<file path="config.mk">
export PLATFORM = sky130hd
export DESIGN_NAME = bus_dma_master_flat
export DESIGN_NICKNAME = d
export VERILOG_FILES = /design/src/rtl/bus_dma_pkg.sv /design/src/rtl/bus_dma_master_if.sv /design/src/rtl/bus_dma_addr_cnt.sv /design/src/rtl/bus_dma_master.sv /design/src/flat_wrapper.sv
export SDC_FILE = /design/constraint.sdc
export NUM_CORES = 1
export LEC_CHECK = 0
export ABC_CLOCK_PERIOD_IN_PS = 2200
export CORE_MARGIN = 2
export CORE_UTILIZATION = 45
export CTS_BUF_LIST = sky130_fd_sc_hd__clkbuf_16
export CTS_CLUSTER_DIAMETER = 30
export DETAILED_ROUTE_END_ITERATION = 7
export PLACE_DENSITY_LB_ADDON = 0.12
export SETUP_SLACK_MARGIN = 0.05
export SYNTH_ARGS = -nofsm -noshare
export SYNTH_HDL_FRONTEND = slang
export SYNTH_SLANG_ARGS = --single-unit
</file>
<file path="constraint.sdc">
create_clock -name clk -period 2.2 [get_ports clk]
set_clock_uncertainty 0.1 [all_clocks]
set_input_delay 0.33 -clock clk [delete_from_list [all_inputs] [get_ports clk]]
set_output_delay 0.33 -clock clk [all_outputs]
set_load 0.02 [all_outputs]
</file>
<file path="src/rtl/bus_dma_pkg.sv">
// bus_dma_pkg: shared constants for the single-channel bus DMA master.
// FSM state codes and default bus/count widths.
package bus_dma_pkg;

   localparam int ADDR_W_DEF    = 16;
   localparam int DATA_W_DEF    = 64;
   localparam int LEN_W_DEF     = 8;
   localparam int ADDR_STEP_DEF = 1;

   localparam logic [2:0] ST_IDLE = 3'd0;
   localparam logic [2:0] ST_REQ  = 3'd1;
   localparam logic [2:0] ST_RD   = 3'd2;
   localparam logic [2:0] ST_RDW  = 3'd3;
   localparam logic [2:0] ST_WR   = 3'd4;
   localparam logic [2:0] ST_DONE = 3'd5;

endpackage

</file>
<file path="src/rtl/bus_dma_master_if.sv">
// bus_dma_master_if: master-side bus bundle (req/wr/addr/data/grant).
// Master drives the request; the bus fabric returns grant and read data.
interface bus_dma_master_if
   import bus_dma_pkg::*;
#(
   parameter int ADDR_W = ADDR_W_DEF,
   parameter int DATA_W = DATA_W_DEF
);

   logic              m_req;
   logic              m_wr;
   logic [ADDR_W-1:0] m_addr;
   logic [DATA_W-1:0] m_dout;
   logic              m_grant;
   logic [DATA_W-1:0] m_din;

   modport master (
      output m_req, m_wr, m_addr, m_dout,
      input  m_grant, m_din
   );

   modport slave (
      input  m_req, m_wr, m_addr, m_dout,
      output m_grant, m_din
   );

endinterface

</file>
<file path="src/rtl/bus_dma_addr_cnt.sv">
// bus_dma_addr_cnt: current source/destination pointers and word count.
// Loaded on job start, stepped once per completed write.
module bus_dma_addr_cnt
   import bus_dma_pkg::*;
#(
   parameter int ADDR_W    = ADDR_W_DEF,
   parameter int LEN_W     = LEN_W_DEF,
   parameter int ADDR_STEP = ADDR_STEP_DEF
) (
   input  logic              clk,
   input  logic              reset_n,
   input  logic              i_load,
   input  logic              i_step,
   input  logic [ADDR_W-1:0] i_src,
   input  logic [ADDR_W-1:0] i_dst,
   input  logic [LEN_W-1:0]  i_len,
   output logic [ADDR_W-1:0] o_src,
   output logic [ADDR_W-1:0] o_dst,
   output logic              o_zero_nxt
);

   localparam logic [ADDR_W-1:0] STEP = ADDR_W'(ADDR_STEP);

   logic [ADDR_W-1:0] r_src;
   logic [ADDR_W-1:0] r_dst;
   logic [LEN_W-1:0]  r_cnt;

   // load operands on start, advance both pointers on each word written
   always_ff @(posedge clk or negedge reset_n) begin
      if (!reset_n) begin
         r_src <= '0;
         r_dst <= '0;
         r_cnt <= '0;
      end else if (i_load) begin
         r_src <= i_src;
         r_dst <= i_dst;
         r_cnt <= i_len;
      end else if (i_step) begin
         r_src <= r_src + STEP;
         r_dst <= r_dst + STEP;
         r_cnt <= r_cnt - LEN_W'(1);
      end
   end

   assign o_src      = r_src;
   assign o_dst      = r_dst;
   // count reaches zero on the next step: this write is the last one
   assign o_zero_nxt = (r_cnt == LEN_W'(1));

endmodule

</file>
<file path="src/rtl/bus_dma_master.sv">
// bus_dma_master: single-channel read-then-write word copy engine.
// Optional BUS_DMA_CHECKSUM_EN adds xsum, XOR of all words read.
module bus_dma_master
   import bus_dma_pkg::*;
#(
   parameter int ADDR_W    = ADDR_W_DEF,
   parameter int DATA_W    = DATA_W_DEF,
   parameter int LEN_W     = LEN_W_DEF,
   parameter int ADDR_STEP = ADDR_STEP_DEF
) (
   input  logic              clk,
   input  logic              reset_n,
   input  logic              start,
   input  logic [ADDR_W-1:0] src_addr,
   input  logic [ADDR_W-1:0] dst_addr,
   input  logic [LEN_W-1:0]  len,
   output logic              busy,
   output logic              done,
`ifdef BUS_DMA_CHECKSUM_EN
   output logic [DATA_W-1:0] xsum,
`endif
   bus_dma_master_if.master  bus
);

   logic [2:0]        r_state;
   logic [2:0]        w_nxt;
   logic [DATA_W-1:0] r_buf;
   logic [ADDR_W-1:0] w_src;
   logic [ADDR_W-1:0] w_dst;
   logic              w_last;
   logic              w_accept;
   logic              w_load;
   logic              w_step;
   logic              w_cap;

   assign w_accept = (r_state == ST_IDLE) && start;
   assign w_load   = w_accept && (len != '0);
   assign w_cap    = (r_state == ST_RDW) && bus.m_grant;
   assign w_step   = (r_state == ST_WR) && bus.m_grant;

   bus_dma_addr_cnt #(
      .ADDR_W    (ADDR_W),
      .LEN_W     (LEN_W),
      .ADDR_STEP (ADDR_STEP)
   ) u_addr_cnt (
      .clk        (clk),
      .reset_n    (reset_n),
      .i_load     (w_load),
      .i_step     (w_step),
      .i_src      (src_addr),
      .i_dst      (dst_addr),
      .i_len      (len),
      .o_src      (w_src),
      .o_dst      (w_dst),
      .o_zero_nxt (w_last)
   );

   // next state: every bus phase advances only on a granted cycle
   always_comb begin
      w_nxt = r_state;
      case (r_state)
         ST_IDLE: if (start) w_nxt = (len != '0) ? ST_REQ : ST_DONE;
         ST_REQ:  if (bus.m_grant) w_nxt = ST_RD;
         ST_RD:   if (bus.m_grant) w_nxt = ST_RDW;
         ST_RDW:  if (bus.m_grant) w_nxt = ST_WR;
         ST_WR:   if (bus.m_grant) w_nxt = w_last ? ST_DONE : ST_RD;
         ST_DONE: w_nxt = ST_IDLE;
         default: w_nxt = ST_IDLE;
      endcase
   end

   // state register
   always_ff @(posedge clk or negedge reset_n) begin
      if (!reset_n) r_state <= ST_IDLE;
      else          r_state <= w_nxt;
   end

   // word buffer; also the write data, so it holds the last word between writes
   always_ff @(posedge clk or negedge reset_n) begin
      if (!reset_n)   r_buf <= '0;
      else if (w_cap) r_buf <= bus.m_din;
   end

`ifdef BUS_DMA_CHECKSUM_EN
   logic [DATA_W-1:0] r_xsum;

   // running XOR of captured words, restarted by every accepted start
   always_ff @(posedge clk or negedge reset_n) begin
      if (!reset_n)      r_xsum <= '0;
      else if (w_accept) r_xsum <= '0;
      else if (w_cap)    r_xsum <= r_xsum ^ bus.m_din;
   end

   assign xsum = r_xsum;
`endif

   assign bus.m_req  = (r_state == ST_REQ) || (r_state == ST_RD) ||
                       (r_state == ST_RDW) || (r_state == ST_WR);
   assign bus.m_wr   = (r_state == ST_WR);
   assign bus.m_addr = (r_state == ST_WR) ? w_dst :
                       bus.m_req          ? w_src : '0;
   assign bus.m_dout = r_buf;
   assign busy       = (r_state != ST_IDLE);
   assign done       = (r_state == ST_DONE);

endmodule

</file>
<file path="src/flat_wrapper.sv">
// flat-port wrapper written by rule: the top's interface ports become plain ports
module bus_dma_master_flat import bus_dma_pkg::*;
#(
   parameter int ADDR_W    = ADDR_W_DEF,
   parameter int DATA_W    = DATA_W_DEF,
   parameter int LEN_W     = LEN_W_DEF,
   parameter int ADDR_STEP = ADDR_STEP_DEF
)
  (clk, reset_n, start, src_addr, dst_addr, len, busy, done, bus_m_req, bus_m_wr, bus_m_addr, bus_m_dout, bus_m_grant, bus_m_din);
  bus_dma_master_if #(.ADDR_W(ADDR_W), .DATA_W(DATA_W)) bus_i ();
  input  logic clk;
  input  logic reset_n;
  input  logic start;
  input  logic [ADDR_W-1:0] src_addr;
  input  logic [ADDR_W-1:0] dst_addr;
  input  logic [LEN_W-1:0] len;
  output logic busy;
  output logic done;
  output wire logic [$bits(bus_i.m_req)-1:0] bus_m_req;
  output wire logic [$bits(bus_i.m_wr)-1:0] bus_m_wr;
  output wire logic [$bits(bus_i.m_addr)-1:0] bus_m_addr;
  output wire logic [$bits(bus_i.m_dout)-1:0] bus_m_dout;
  input wire logic [$bits(bus_i.m_grant)-1:0] bus_m_grant;
  input wire logic [$bits(bus_i.m_din)-1:0] bus_m_din;
  assign bus_m_req = bus_i.m_req;
  assign bus_m_wr = bus_i.m_wr;
  assign bus_m_addr = bus_i.m_addr;
  assign bus_m_dout = bus_i.m_dout;
  assign bus_i.m_grant = bus_m_grant;
  assign bus_i.m_din = bus_m_din;
  bus_dma_master #(.ADDR_W(ADDR_W), .DATA_W(DATA_W), .LEN_W(LEN_W), .ADDR_STEP(ADDR_STEP)) u_core (.clk(clk), .reset_n(reset_n), .start(start), .src_addr(src_addr), .dst_addr(dst_addr), .len(len), .busy(busy), .done(done), .bus(bus_i));
endmodule
</file>
==> results of run 1 <==
-- routing by layer --
metal | vias to the layer above | part of all wire, % | GRT usage, %
met2 | 174 | 49 | 41.1
li1 | 2451 | - | -
met5 | - | 0 | 0
met1 | 2374 | 44 | 30.3
met3 | 18 | 5.9 | 4.84
met4 | 0 | 1.4 | 5.93
-- power by group --
| part | leakage, nW | internal (mW) | switching (mW) |
|---|---|---|---|
| registers | 1.33 | 2.88 | 0.760 |
| logic | 1.95 | 2.38 | 2.87 |
| clock network | 0.133 | 0.755 | 0.699 |
-- layout by cell type (no fill, tap or decap), drive strengths merged, types with 4 or more instances in the layout --
master / Yosys / final
nand2: 265 / 265
clkdlybuf4s50: 0 / 170
dfrtp: 107 / 107
buf: 21 / 48
o21ai: 24 / 24
xnor2: 18 / 18
nand3: 17 / 17
o22ai: 17 / 17
nor2: 16 / 16
nor4: 14 / 14
inv: 10 / 13
nand4: 11 / 11
clkbuf: 17 / 11
nor3: 7 / 7
a31oi: 5 / 5
or3: 5 / 5
o211ai: 4 / 4
ha: 4 / 4
a31o: 4 / 4
-- sequential cells by signal, summed over array words and instances, names as in the netlist --
name,flops
u_core.bus.m_dout,64
u_core.u_addr_cnt.o_dst,16
u_core.r_state,3
u_core.u_addr_cnt.r_cnt,8
u_core.u_addr_cnt.o_src,16
-- final cells by class --
class,count,area [sq um]
Multi-Input combinational cell,458,2340
Tap cell,143,179
Clock buffer,9,225
Sequential cell,107,2680
Clock inverter,7,36.3
Timing Repair Buffer,223,2150
Fill cell,934,3720
Inverter,10,37.5
-- worst max path at each step --
stage / slack, ns / end / depth (start not counted) / startpoint
2_1_floorplan: 0.22 / bus_m_addr[0] / 5 / u_core.r_state[0]
5_1_grt: 0.04 / bus_m_addr[14] / 4 / u_core.r_state[0]
3_5_place_dp: -0.17 / u_core.u_addr_cnt.o_dst[15] / 7 / len[1]
4_1_cts: 0.05 / bus_m_addr[11] / 4 / u_core.r_state[0]
3_3_place_gp: -0.09 / u_core.u_addr_cnt.o_dst[15] / 7 / len[1]
6_report: 0.09 / bus_m_addr[14] / 4 / u_core.r_state[0]
-- synthesized netlist by cell type, drive strengths merged (2+ instances only) --
cell    instances  share of area (%)
nand2         265                 19
dfrtp         107                 51
o21ai          24                2.4
buf            21                2.2
xnor2          18                3.0
clkbuf         17                1.2
nand3          17                1.6
o22ai          17                2.0
nor2           16                1.1
nor4           14                1.7
nand4          11                1.3
inv            10               0.72
nor3            7               0.67
a31oi           5               0.60
or3             5               0.62
a31o            4               0.67
ha              4               0.96
o211ai          4               0.57
a21oi           3               0.29
a22oi           3               0.43
or4             3               0.57
xor2            3               0.50
a211o           2               0.34
a211oi          2               0.29
a221o           2               0.38
and2            2               0.24
and4            2               0.34
mux2            2               0.43
nor3b           2               0.29
o221a           2               0.43
o22a            2               0.36
or2             2               0.24
or4b            2               0.45
-- through the flow --
stage	power [mW]	hold slack (ns)	setup TNS (ns)
after floorplan	6.52	-0.0656	0
after global placement	8.93	0.0766	-1.03
after detailed placement	9.11	0.0807	-2.32
after CTS	10.5	0.268	0
after global routing	11.0	0.270	0
final	10.3	0.265	0
-- repair_timing --
item / in CTS / in global routing
gates resized for setup: 58 / 20
endpoints found under the setup margin: 20 / 16
hold endpoints to repair: 26 / 0
hold buffers: 1 / 0
-- cell families (layout without fill, tap and decap cells) --
family / after synthesis / count (layout) / share of synthesized area [%]
adders and majority gates: 4 / 4 / 0.957
buffers and inverters: 48 / 249 / 4.09
DFF: 107 / 107 / 51.2
and+or+nand+nor: 354 / 354 / 29.8
AOI/OAI and AO/OA: 76 / 76 / 9.74
muxes: 3 / 3 / 0.622
xor gates and xnor gates: 21 / 21 / 3.52
==> results by group, run 1 <==
Critical path
  – RR Startpoint: u_core.u_addr_cnt.r_cnt[2]
  – Crit Path Max Fanout: 34
  – Slowest CP cell: dfrtp_1
  – R2R Setup Slk: 0.24 ns
  – CP endpoint kind: output pin
  – WP data required: 1.77 ns
  – Critical path arrival: 1.68 ns
  – CP max stage delay: 0.38 ns
  – Critical-path cell list: or2_2, buf_12, o22ai_1, buf_4
  – Worst setup SP type: flop
  – WS Path Type: reg -> out
  – Worst-case reg-to-reg path depth: 4
  – Buffers & Inverters on Critical Path: 2
  – CP delay by family, top: flip-flops
  – Capture point of the worst reg-to-reg path: u_core.u_addr_cnt.r_cnt[7]

STA
  – Final worst slack: roughly 0.09 ns
  – Final slew viol count: 0
  – Normalized max-slew margin: 57.0%
  – Final Cycle Share: between 90% and 100%
  – Fmax: 474 MHz
  – Worst-Margin Slew: about 0.65 ns
  – Final min period: 2.11 ns
  – Final setup fails: 0
  – Final Hold Viols: 0
  – RSZ-0062 raised after global routing: yes

Final layout
  – Post-route insts no fill: around 960
  – Final Cell Area: between 7000 and 8000 sq um
  – Final Net Count: 921
  – Share of layout cells above drive strength 1: 9.95%
  – Area delta synth->final: 46.4%
  – Final core occ: 67.3%
  – Ant. Diodes: 0

Place
  – PortBufs: 191
  – Post-place setup slack: -0.171 ns
  – DP HPWL: 11000 microns
  – # placed instances: between 900 and 1000
  – GP Congestion: 0.861
  – Placed Area: 7460 sq um

Die
  – Initial Utilization: 46.0%
  – Ports: approximately 190
  – Die width: 112 microns
  – Rows: 39
  – Die area: 12500 sq um
  – Area of the core: 11400 sq um
  – Chip Height: 112 microns

Clocking
  – Root Driver: clkbuf_16
  – # clock sinks: 107
  – Clock transition at path regs: 0.07 ns
  – CTS tree: built
  – Maximum clock path buffer count: 2
  – Worst-Skew Late Latency: 0.34 ns
  – Number of setup buffers added after CTS: 0
  – CTS Buf Count: 9
  – H-Tree Depth: 3

Pwr
  – Leakage: 3.41 nW
  – Pwr per Cell Area: 1350 nW/um^2
  – Worst ir drop on vdd: 843 uV

GRT
  – Initial antenna violation count: 0
  – Overall Global Routing Usage: 23.6%
  – First-pass GRT wire length: 24200 microns
  – Largest net degree at the start of global routing: 53
  – Via count of the first global-routing pass: 5068
  – Remaining global-route overflow: 0

Logic synthesis
  – Mapped Nets: between 700 and 800
  – EDFF count, synth: 0
  – Post-Syn Instances: about 600
  – Netlist cell types: 57
  – Register bit total from synthesis: between 100 and 150
  – Mapped cell area: about 5200 sq um
  – Warnings from Yosys: 0
  – Register area share after synthesis: 51.2%
  – Post-synth ARST share: 100%
  – Ys flop type: dfrtp_1
  – Synth Area per Inst: 8.53 sq um

Route
  – DR WL/cell: about 15 microns
  – Routed vias: approximately 5000
  – Drt total wl: about 15000 microns
  – Initial DRC count: slightly above 300
  – Initial DRT Pass Iterations: 5
  – Drt via density: 5.24
  – Final ANT Viol Nets: 0
  – Residual DRC: 0

Run
  – Max Cap Violations: 0

Status
  – Status: finished clean

Min path
  – Hold/Removal Path Class: in -> async
Power figures use the tool's default switching activity.
==> run 2, diff against run 1 <==
- CORE_UTILIZATION: 45 -> 46
- CTS_BUF_LIST: sky130_fd_sc_hd__clkbuf_16 -> sky130_fd_sc_hd__clkbuf_4 sky130_fd_sc_hd__clkbuf_8
==> results by group, run 2 (synthesis gave the netlist of run 1 again) <==
Status
  – Status: finished clean

Critical path
  – CP delay by family, top: buffers and inverters
  – Critical path arrival: between 1.5 and 2 ns
  – Crit Path Max Fanout: 11
  – CP max stage delay: 0.43 ns
  – WP data required: 1.77 ns
  – Critical path's most frequent cell: buf_4
  – CP endpoint kind: output pin
  – WS Path Type: reg -> out
  – Worst setup SP type: flop
  – Critical-path cell list: or2_4, buf_8, buf_4, nand2_1, o22ai_1, buf_4
  – Slowest CP cell: dfrtp_1
  – Buffers & Inverters on Critical Path: 3

Clocking
  – H-Tree Depth: 3
  – Root Driver: clkbuf_8
  – # clock sinks: 107
  – CTS Buf Count: 9
  – CTS tree: built
  – Worst-Skew Late Latency: approximately 0.36 ns
  – Maximum clock path buffer count: 2
  – Clock transition at path regs: 0.09 ns

Final layout
  – Most frequent cells in the layout: nand2_1, clkdlybuf4s50_1, dfrtp_1, buf_4, o21ai_0
  – Final Cell Area: slightly below 8000 sq um
  – Multi-input logic area: 2390 sq um
  – Final Net Count: 927
  – Ant. Diodes: 0
  – Reg area: 2680 sq um
  – Commonest non-fill, non-tap cell in the layout: nand2_1
  – Fill count: 837
  – Area delta synth->final: 47.5%
  – Max reg flops: 64
  – Final core occ: between 70% and 80%
  – Share of layout cells above drive strength 1: 11.6%

Route
  – Final ANT Viol Nets: 0
  – Initial DRC count: 487
  – Drt via density: 5.35
  – Residual DRC: 0
  – Drt total wl: 14800 microns
  – Routed vias: approximately 5100
  – Initial DRT Pass Iterations: 5
  – DR WL/cell: 15.4 microns

Die
  – Area of the core: 11000 sq um
  – Ports: 192
  – Initial Utilization: between 40% and 50%
  – Chip Height: 111 microns
  – Rows: 38
  – Die width: 111 microns
  – Die area: 12200 sq um

STA
  – Fmax: 471 MHz
  – Normalized max-slew margin: 64.8%
  – Final Cycle Share: 96.4%
  – Final setup fails: 0
  – Final Hold Viols: 0
  – Final min period: 2.12 ns
  – Min Hold Slack: between 0.3 and 0.4 ns
  – Worst-Margin Slew: ~0.53 ns
  – RSZ-0062 raised after global routing: yes
  – Final slew viol count: 0

GRT
  – First-pass GRT wire length: 24800 microns
  – Via count of the first global-routing pass: 5138
  – Overall Global Routing Usage: 24.4%
  – Initial antenna violation count: 0
  – Largest net degree at the start of global routing: 65
  – Remaining global-route overflow: 0

Place
  – GP Congestion: 0.875
  – Placed Area: 7460 sq um
  – PortBufs: roughly 190
  – DP HPWL: 10900 microns

Pwr
  – Worst ir drop on vdd: ~900 uV
  – Leakage: roughly 3.4 nW
  – Pwr per Cell Area: 1340 nW/um^2

Run
  – Max Cap Violations: 0

Min path
  – Hold/Removal Path Class: in -> async
-- run 2: changes by cell type in the layout (fill, tap and decap cells not counted), moves of 3 or more --
| cell | change |
|---|---|
| buf_2 | -11 |
| buf_4 | +12 |
| clkbuf_16 | -9 |
| clkbuf_8 | +11 |
| clkdlybuf4s15_1 | +3 |
| nor4_1 | -3 |
| nor4_2 | +3 |
-- run 2: cell type report --
cell class | instances | share of cell area [%]
sequential | 107 | 34.7
multi-input combinational | 459 | 31.0
timing repair buffer | 228 | 28.8
tap | 140 | 2.27
clock buffer | 13 | 2.16
clock inverter | 3 | 0.568
inverter | 10 | 0.487
-- run 2: path summary, 6_finish.rpt --
kind | start | endpoint | slack [ns] | depth (start not counted)
setup / recovery | u_core.r_state[0] | bus_m_addr[13] | 0.08 | 6
hold / removal | reset_n | u_core.bus.m_dout[57] | 0.38 | 2
setup reg to reg | u_core.r_state[0] | u_core.u_addr_cnt.o_src[12] | 0.16 | 5
hold reg to reg | u_core.bus.m_dout[21] | u_core.bus.m_dout[21] | 0.38 | 2
max in group asynchronous | reset_n | u_core.bus.m_dout[17] | 0.96 | 3
min in group clk | u_core.bus.m_dout[21] | u_core.bus.m_dout[21] | 0.38 | 2
-- run 2: per-layer routing --
layer / share of wire (%) / wire (microns) / track usage [%] / vias to the layer above
met1: 44 / 6520 / 32.7 / 2445
met3: 5.8 / 855 / 4.77 / 28
met2: 47 / 7010 / 39.5 / 199
met5: 0 / 0 / 0 / -
li1: - / - / - / 2462
met4: 2.6 / 379 / 9.42 / 0
-- run 2: repair_timing --
action | in CTS | in global routing
gates cloned | 1 | 0
endpoints found under the setup margin | 20 | 23
buffers inserted | 1 | 0
hold buffers | 1 | 0
hold endpoints to repair | 36 | 0
pin swaps | 1 | 2
resized for setup | 63 | 27
-- run 2: report_power, final --
group	switching, mW	internal [mW]	leakage (nW)	total [mW]
Sequential	0.789	2.87	1.33	3.66
Combinational	2.88	2.50	1.98	5.38
Clock	0.649	0.618	0.111	1.27
Total	4.32	5.99	3.42	10.3
-- run 2: through the flow --
stage / setup TNS, ns / power (mW) / std cells / setup slack [ns]
after global routing: 0 / 11.0 / 960 / 0.0106
after CTS: 0 / 10.2 / 960 / 0.0500
after floorplan: 0 / 6.52 / 613 / 0.224
after global placement: -1.32 / 8.91 / 941 / -0.103
final: 0 / 10.3 / 960 / 0.0781
after detailed placement: -2.23 / 9.08 / 941 / -0.132
==> run 3, diff against run 2 <==
- CORE_MARGIN: 2 -> 3
- CTS_CLUSTER_SIZE: not set -> 28
==> results by group, run 3 (synthesis gave the netlist of run 1 again) <==
Status
  – Status: finished clean

Die
  – Ports: 192
  – Die width: roughly 110 microns
  – Rows: 38
  – Area of the core: 11000 sq um
  – Chip Height: approximately 110 microns
  – Die area: ~13000 sq um
  – Initial Utilization: ~48%

Pwr
  – Sw power: 4.32 mW
  – Switch share: 42.5%
  – Clock network power share: 12.4%
  – Int Pwr: just under 6 mW
  – Comb pwr share: 51.9%
  – Sequential fraction of design power: 35.7%
  – Leakage: approximately 3.4 nW
  – Pwr per Cell Area: 1340 nW/um^2
  – Worst ir drop on vdd: 867 uV
  – Tot Pwr: between 10 and 15 mW

GRT
  – First-pass GRT wire length: 24000 microns
  – Overall Global Routing Usage: 23.0%
  – Via count of the first global-routing pass: between 4000 and 5000
  – Initial antenna violation count: 0
  – Largest net degree at the start of global routing: 46
  – Remaining global-route overflow: 0

Clocking
  – CTS Buf Count: 9
  – # clock sinks: around 110
  – CTS tree: built
  – Maximum clock path buffer count: 2
  – Clock transition at path regs: 0.10 ns
  – Worst-Skew Late Latency: 0.37 ns
  – Root Driver: clkbuf_8
  – H-Tree Depth: 3

Route
  – Residual DRC: 0
  – Initial DRC count: 313
  – Final ANT Viol Nets: 0
  – DR WL/cell: 15.1 microns
  – Drt total wl: 14500 microns
  – Routed vias: ~5000
  – Drt via density: 5.23
  – Initial DRT Pass Iterations: 6

Run
  – Max Cap Violations: 0

Critical path
  – Buffers & Inverters on Critical Path: 2
  – Slowest CP cell: dfrtp_1
  – Critical path arrival: 1.67 ns
  – WP data required: between 1.5 and 2 ns
  – Critical-path cell list: or2_2, buf_12, o22ai_1, buf_4
  – WS Path Type: reg -> out
  – CP endpoint kind: output pin
  – Worst setup SP type: flop
  – Crit Path Max Fanout: 34
  – CP max stage delay: about 0.38 ns
  – CP delay by family, top: flip-flops

STA
  – Final Cycle Share: 95.7%
  – Final setup fails: 0
  – Worst-Margin Slew: 0.484 ns
  – RSZ-0062 raised after global routing: yes
  – Final min period: between 2 and 2.5 ns
  – Min Hold Slack: between 0.3 and 0.4 ns
  – Normalized max-slew margin: 67.8%
  – Fmax: 475 MHz
  – Final slew viol count: 0
  – Final Hold Viols: 0

Place
  – DP HPWL: 11000 microns
  – GP Congestion: 0.884
  – PortBufs: approximately 190
  – # placed instances: 940

Final layout
  – Post-route insts no fill: 957
  – Most frequent cells in the layout: nand2_1, clkdlybuf4s50_1, dfrtp_1, buf_4, o21ai_0
  – Share of layout cells above drive strength 1: 10.8%
  – Commonest non-fill, non-tap cell in the layout: nand2_1
  – Area delta synth->final: 45.5%
  – Ant. Diodes: 0
  – Max reg flops: between 60 and 70
  – Final Net Count: roughly 920

Min path
  – Hold/Removal Path Class: in -> async
==> run 3: cell types whose count changed in the layout (fill, tap and decap cells not counted), sizes merged <==
cell and change:
buf +4, or2 -1, clkinvlp +2, clkbuf -5, clkdlybuf4s15 -5, inv +2
==> run 3: path summary, 6_finish.rpt <==
check / start / to / slack [ns] / depth (start not counted)
setup / recovery: u_core.r_state[0] / bus_m_addr[12] / 0.1 / 4
hold / removal: reset_n / u_core.bus.m_dout[55] / 0.35 / 2
setup reg to reg: u_core.u_addr_cnt.r_cnt[2] / u_core.u_addr_cnt.r_cnt[7] / 0.21 / 4
hold reg to reg: u_core.bus.m_dout[13] / u_core.bus.m_dout[13] / 0.38 / 2
max in group asynchronous: reset_n / u_core.bus.m_dout[0] / 0.93 / 3
min in group clk: bus_m_din[58] / u_core.bus.m_dout[58] / 0.37 / 3
==> run 3: metal layers <==
layer / GRT usage, % / wire length [microns]
met5: 0 / 0
met4: 7.05 / 230
met3: 3.29 / 830
met2: 39.4 / 7170
met1: 30.4 / 6270
==> run 3: per-stage QoR <==
step | setup slack [ns] | util [%] | setup TNS (ns) | cell area, sq um
2_1_floorplan | 0.224 | - | 0 | 5230
3_3_place_gp | -0.113 | 67.9 | -1.24 | 7450
3_5_place_dp | -0.168 | 67.9 | -2.44 | 7450
4_1_cts | 0.0612 | 69.1 | 0 | 7590
5_1_grt | 0.00592 | 69.3 | 0 | 7610
6_report | 0.0957 | 69.3 | 0 | 7610
==> run 3: power by group through the flow <==
| stage | Sequential (mW) | Combinational (mW) | Clock [mW] |
|---|---|---|---|
| 2_1_floorplan | 4.15 | 2.37 | 0 |
| 3_3_place_gp | 3.61 | 5.30 | 0 |
| 3_5_place_dp | 3.66 | 5.42 | 0 |
| 4_1_cts | 3.61 | 5.25 | 1.30 |
| 5_1_grt | 3.75 | 5.77 | 1.38 |
| 6_report | 3.63 | 5.28 | 1.26 |
==> run 3: repair_timing <==
item	CTS	global route
pin swaps	0	0
setup endpoints to repair	20	16
setup buffers	0	0
resized for setup	72	18
hold endpoints to repair	37	0
hold buffers	1	0
==> run 3: area by class of cell <==
cell class                 count  area [sq um]
inverter                      10          37.5
fill                         906          3370
multi-input combinational    458          2340
tap                          140           175
clock inverter                 7          85.1
clock buffer                   9           124
timing repair buffer         226          2170
sequential                   107          2680
